===== config.mk =====
export PLATFORM = sky130hd
export DESIGN_NAME = rx_sequencer
export DESIGN_NICKNAME = d
export VERILOG_FILES = /design/src/rtl/rx_sequencer.sv
export SDC_FILE = /design/constraint.sdc
export NUM_CORES = 1
export LEC_CHECK = 0
export ABC_AREA = 0
export BUFFER_PORTS_ARGS = -buffer_cell sky130_fd_sc_hd__buf_2
export CAP_MARGIN = 20
export CORE_UTILIZATION = 30
export CTS_CLUSTER_DIAMETER = 80
export DETAILED_ROUTE_END_ITERATION = 16
export HOLD_SLACK_MARGIN = 0.15
export REMOVE_ABC_BUFFERS = 1
export SLEW_MARGIN = 10
export SYNTH_ARGS = -nofsm -noshare
export SYNTH_HDL_FRONTEND = slang
export SYNTH_SLANG_ARGS = --single-unit
export TNS_END_PERCENT = 20

===== constraint.sdc =====
create_clock -name clk -period 1.65 [get_ports clk]
set_input_delay 0.0825 -clock clk [delete_from_list [all_inputs] [get_ports clk]]
set_output_delay 0.0825 -clock clk [all_outputs]
set_load 0.05 [all_outputs]

===== src/rtl/rx_sequencer.sv =====
// UART receive sequencer: start detect, frame FSM, bit count and
// status flags (data_ready, framing_error, overrun_error).
module rx_sequencer (
  input  logic       clk,
  input  logic       n_rst,
  input  logic       serial_in,
  input  logic       shift_strobe,
  input  logic       packet_done,
  input  logic       stop_bit,
  input  logic       data_read,
  output logic       enable_timer,
  output logic       sbc_clear,
  output logic       load_buffer,
  output logic       data_ready,
  output logic       framing_error,
  output logic       overrun_error,
  output logic [3:0] bit_count
);

  typedef enum logic [2:0] {
    IDLE,
    CLEAR,
    RECEIVE,
    CHECK,
    LOAD
  } state_e;

  state_e     state_q, state_d;
  logic       s_cur_q, s_prev_q;
  logic [1:0] arm_q;
  logic       start;
  logic [3:0] cnt_q, cnt_d;
  logic       rdy_q, rdy_d;
  logic       fe_q, fe_d;
  logic       ovr_q, ovr_d;

  // arm_q[1] means s_prev holds a real line sample, so a line held
  // low across reset release cannot look like a falling edge.
  always_ff @(posedge clk or negedge n_rst) begin
    if (!n_rst) begin
      s_cur_q  <= 1'b1;
      s_prev_q <= 1'b1;
      arm_q    <= 2'b00;
    end else begin
      s_cur_q  <= serial_in;
      s_prev_q <= s_cur_q;
      arm_q    <= {arm_q[0], 1'b1};
    end
  end

  assign start = arm_q[1] & s_prev_q & ~s_cur_q;

  always_ff @(posedge clk or negedge n_rst) begin
    if (!n_rst) begin
      state_q <= IDLE;
      cnt_q   <= 4'd0;
      rdy_q   <= 1'b0;
      fe_q    <= 1'b0;
      ovr_q   <= 1'b0;
    end else begin
      state_q <= state_d;
      cnt_q   <= cnt_d;
      rdy_q   <= rdy_d;
      fe_q    <= fe_d;
      ovr_q   <= ovr_d;
    end
  end

  always_comb begin
    state_d = state_q;
    cnt_d   = cnt_q;
    rdy_d   = rdy_q;
    fe_d    = fe_q;
    ovr_d   = ovr_q;
    unique case (state_q)
      IDLE: begin
        if (start) begin
          state_d = CLEAR;
          fe_d    = 1'b0;
        end
      end
      CLEAR: begin
        state_d = RECEIVE;
        cnt_d   = 4'd0;
      end
      RECEIVE: begin
        if (shift_strobe && (cnt_q != 4'hf)) begin
          cnt_d = cnt_q + 4'd1;
        end
        if (packet_done) begin
          state_d = CHECK;
        end
      end
      CHECK: begin
        if (stop_bit) begin
          state_d = LOAD;
        end else begin
          state_d = IDLE;
          fe_d    = 1'b1;
        end
      end
      LOAD: begin
        state_d = IDLE;
        rdy_d   = 1'b1;
        if (rdy_q && !data_read) begin
          ovr_d = 1'b1;
        end
      end
      default: state_d = IDLE;
    endcase
    // A read coinciding with LOAD is absorbed by the new byte.
    if (data_read && (state_q != LOAD)) begin
      rdy_d = 1'b0;
      ovr_d = 1'b0;
    end
  end

  assign enable_timer  = (state_q == RECEIVE);
  assign sbc_clear     = (state_q == CLEAR);
  assign load_buffer   = (state_q == LOAD);
  assign data_ready    = rdy_q;
  assign framing_error = fe_q;
  assign overrun_error = ovr_q;
  assign bit_count     = cnt_q;

endmodule


==> metrics.sh <==
STATUS='completed'
MOST_USED_FLIP_FLOP_CELL_AFTER_SYNTHESIS='sky130_fd_sc_hd__dfrtp_1'
FINISH.CELL_COUNT_WITHOUT_FILLERS=98
SHARE_CLK_OF_TOTAL_POWER_PCT=15.8
IR_WORST_VDD_mV=0.582
DIE_W_UM=46.3
YS_ASYNC_SR_FRACTION_PCT=100
SYNTH_CELLS=48
FINAL.FILL_COUNT=177
TIMING.CRITICAL_PATH.REQUIRED_NS=1.57
GRT_FIRST_PASS_WIRELENGTH_MM=1.73
GLOBAL_ROUTE_OVERFLOW=0
NUMBER_OF_CORE_ROWS=15
GRT_SETUP_UNREPAIRED='false'
CTS_TREE='done'
P_R_AREA_GROWTH_VS_SYN_PCT=31.9
DRT_FIRST_ITER_VIOLATIONS=4
BOUNDARYPINS=17
CTS_POST_SETUP_BUFFERS_INSERTED=0
GRT_PASS1_VIAS=400
SYNTHMOSTINSTANTIATEDCELL='sky130_fd_sc_hd__dfrtp_1'
DRT-PASS1-ITER-COUNT=4
WORST-SETUP-PATH-TYPE='register to output pin'
ANTENNA_VIOLATIONS_BEFORE_REPAIR=0
WORST_SETUP_PATH_END_KIND='output pin'
SYNTH_EDF_COUNT=0
MAPPEDNETLISTAREA_UM2=588
POSTSYNTHAREAPERCELL_UM2=12.3
POST_SYNTH_MAIN_AREA_CONTRIBUTORS='sky130_fd_sc_hd__dfrtp_1 (51%), sky130_fd_sc_hd__dfstp_2 (8.9%), sky130_fd_sc_hd__nand2_1 (3.8%), sky130_fd_sc_hd__mux2i_1 (3.4%), sky130_fd_sc_hd__nor3b_1 (2.6%)'
POWER.SHARE.SEQUENTIAL_PCT=41.4
P_PER_AREA_nW_PER_UM2=1590
MAX_CAP_VIOL_COUNT=0
WORSTSKEWPAIRLATENCY_NS=0.28
PORT-BUFFER-COUNT=16
DRIVE_ABOVE_1_SHARE_PCT=34.2
YOSYS-TOP-CELLS-COUNT='sky130_fd_sc_hd__dfrtp_1 (12), sky130_fd_sc_hd__nand2_1 (6)'
FIN_CRIT_SH_PCT=95.9
SYNTH.YOSYS.SEQ_AREA_SHARE_PCT=60.0
CTS_HOLD_REPAIR.BUFFERS=5
CTS.REPAIR.RESIZED=0
TIMING_MAX_TRANSITION_VIOLATIONS_FINAL=0
GROUTE.USAGE.OVERALL_PCT=12.4
HOLD_CLASS='input port to async pin'
NETLIST-CELL-TYPE-COUNT=26
SKEW_NS=0.0147
CLOCK_TREE.ROOT_CELL='sky130_fd_sc_hd__clkbuf_4'
HPWLAFTERDP_UM=718
VIA_COUNT=446
CORE_UM2=1780
MULTIINPUTGATEAREA_UM2=228
NUM_ANTENNA_CELLS=0
R2R_PATH_END='bit_count[1]'
LAYOUT_NETS=82
RR_WORST_DEPTH=3
DIE_H_UM=46.3
FINAL_CORE_UTILIZATION_PCT=43.5
WORST_PATH_ARRIVAL_TIME_NS=1.50
FLOORPLAN.INITIALDENSITY_PCT=33.0
VIASPERCELL=4.55
TIMING.REG2REG.SETUP_SLACK_NS=0.39
FINAL_HOLD_VIOL_COUNT=0
MAX-CLOCK-PATH-BUFFERS=2
DPL.CELL_COUNT=89
CTS.REPORTEDPATHS.CLKPINSLEW_NS=0.09
WIRELENGTH_UM=969
NETSWITCHINGPOWER_mW=0.554
P_SW_SHARE_PCT=44.9
POSTROUTEANTENNANETS=0
SYNTH_LARGEST_TYPE_AREA_FRACTION_PCT=51.1
MAX_CLOCK_FREQ_MHz=632
SYNTH.YOSYS.WARNINGS=0
LKG_PWR_nW=0.399
AVGROUTEDWIREPERCELL_UM=9.89
INTERNAL_POWER_mW=0.680
LAYOUT_SETUP_WS_NS=0.0685
FIN_CRIT_NS=1.58
SETUP_VIOL_COUNT_FINAL=0
NUMCTSBUFFERS=3
WORSTSETUPSTARTPOINTTYPE='register'
DIE_AREA_UM2=2140
WORST_SLACK_PLACED_NS=0.377
SYNTH_SEQ_CELLS=14
PLACER_CONGESTION=0.725
HIGHEST_FANOUT_SEEN_ON_THE_CRITICAL_PATH=8
REGISTER_AREA_UM2=353
GRT_MAX_DEGREE=15
CLOCK_SINK_COUNT=14
COMBINATIONALPOWERSHARE_PCT=42.8
CTS_MAX_LEVEL=1
WORST_R2R_STARTPOINT='state_q[0]'
POST_ROUTE_DRC=0
NETLIST.TOP_CELL.BY_AREA='sky130_fd_sc_hd__dfrtp_1'
[registers in the layout (all words and copies together) (netlist names)]
name,count
arm_q,2
bit_count,4
data_ready,1
framing_error,1
overrun_error,1
s_cur_q,1
s_prev_q,1
state_q,3
[cells in the final DEF (no fill, tap or decap), types with 2 or more instances in the layout]
cell and instances:
sky130_fd_sc_hd__a21oi_1 2, sky130_fd_sc_hd__buf_2 16, sky130_fd_sc_hd__clkbuf_4 3, sky130_fd_sc_hd__dfrtp_1 12, sky130_fd_sc_hd__dfstp_2 2, sky130_fd_sc_hd__dlygate4sd3_1 5, sky130_fd_sc_hd__mux2i_1 2, sky130_fd_sc_hd__nand2_1 6
sky130_fd_sc_hd__nand3_1 2, sky130_fd_sc_hd__nor3b_1 2, sky130_fd_sc_hd__o21ai_0 2
[layout make-up]
type | instances | area share [%]
well taps | 25 | 4.03
multi-input cells | 32 | 29.4
repair buffers | 21 | 16.8
inverters | 2 | 0.968
flip-flops and latches | 14 | 45.5
clock buffers | 4 | 3.39
[critical path: stages (launching register included)]
cell and delay, ns:
sky130_fd_sc_hd__dfrtp_1 0.45, sky130_fd_sc_hd__or3b_4 0.45, sky130_fd_sc_hd__inv_2 0.07, sky130_fd_sc_hd__buf_2 0.25
[through the flow]
stage | power (mW) | hold WS [ns] | cell area [um2] | setup TNS, ns
global route | 1.33 | 0.253 | 776 | 0
floorplan | 0.917 | -0.213 | 588 | -0.315
global placement | 1.04 | -0.00699 | 699 | 0
CTS | 1.25 | 0.224 | 776 | 0
detailed placement | 1.04 | -0.00356 | 699 | 0
finish | 1.23 | 0.207 | 776 | 0
[per-layer routing]
layer | vias up | share of wire (%) | GRT usage, %
met5 | - | 0 | 0
met4 | 0 | 3.0 | 8.82
met3 | 4 | 3.0 | 5.88
met2 | 8 | 47 | 17.7
met1 | 213 | 47 | 14.5
li1 | 221 | - | -
[worst max-delay path by stage]
stage | startpoint | end | cells past startpoint
3_3_place_gp | state_q[2] | sbc_clear | 3
6_report | state_q[2] | sbc_clear | 3
5_1_grt | state_q[0] | sbc_clear | 3
2_1_floorplan | state_q[2] | state_q[1] | 2
4_1_cts | state_q[2] | sbc_clear | 3
3_5_place_dp | state_q[2] | sbc_clear | 3
[power groups by stage]
| stage | clock, mW | combinational [mW] | sequential (mW) |
|---|---|---|---|
| after CTS | 0.208 | 0.534 | 0.512 |
| after global placement | 0 | 0.524 | 0.516 |
| final | 0.196 | 0.528 | 0.511 |
| after floorplan | 0 | 0.254 | 0.663 |
| after detailed placement | 0 | 0.524 | 0.520 |
| after global routing | 0.231 | 0.567 | 0.530 |
[logic make-up after synthesis]
kind of cell / synth area share (%)
other cells: 0.638
mux: 3.40
compound gates: 9.79
flops: 60.0
xor+xnor: 1.49
fa+ha+maj: 2.13
buf+inv: 1.28
simple gates: 21.3
Note: power is estimated with default switching activity, not from simulation.
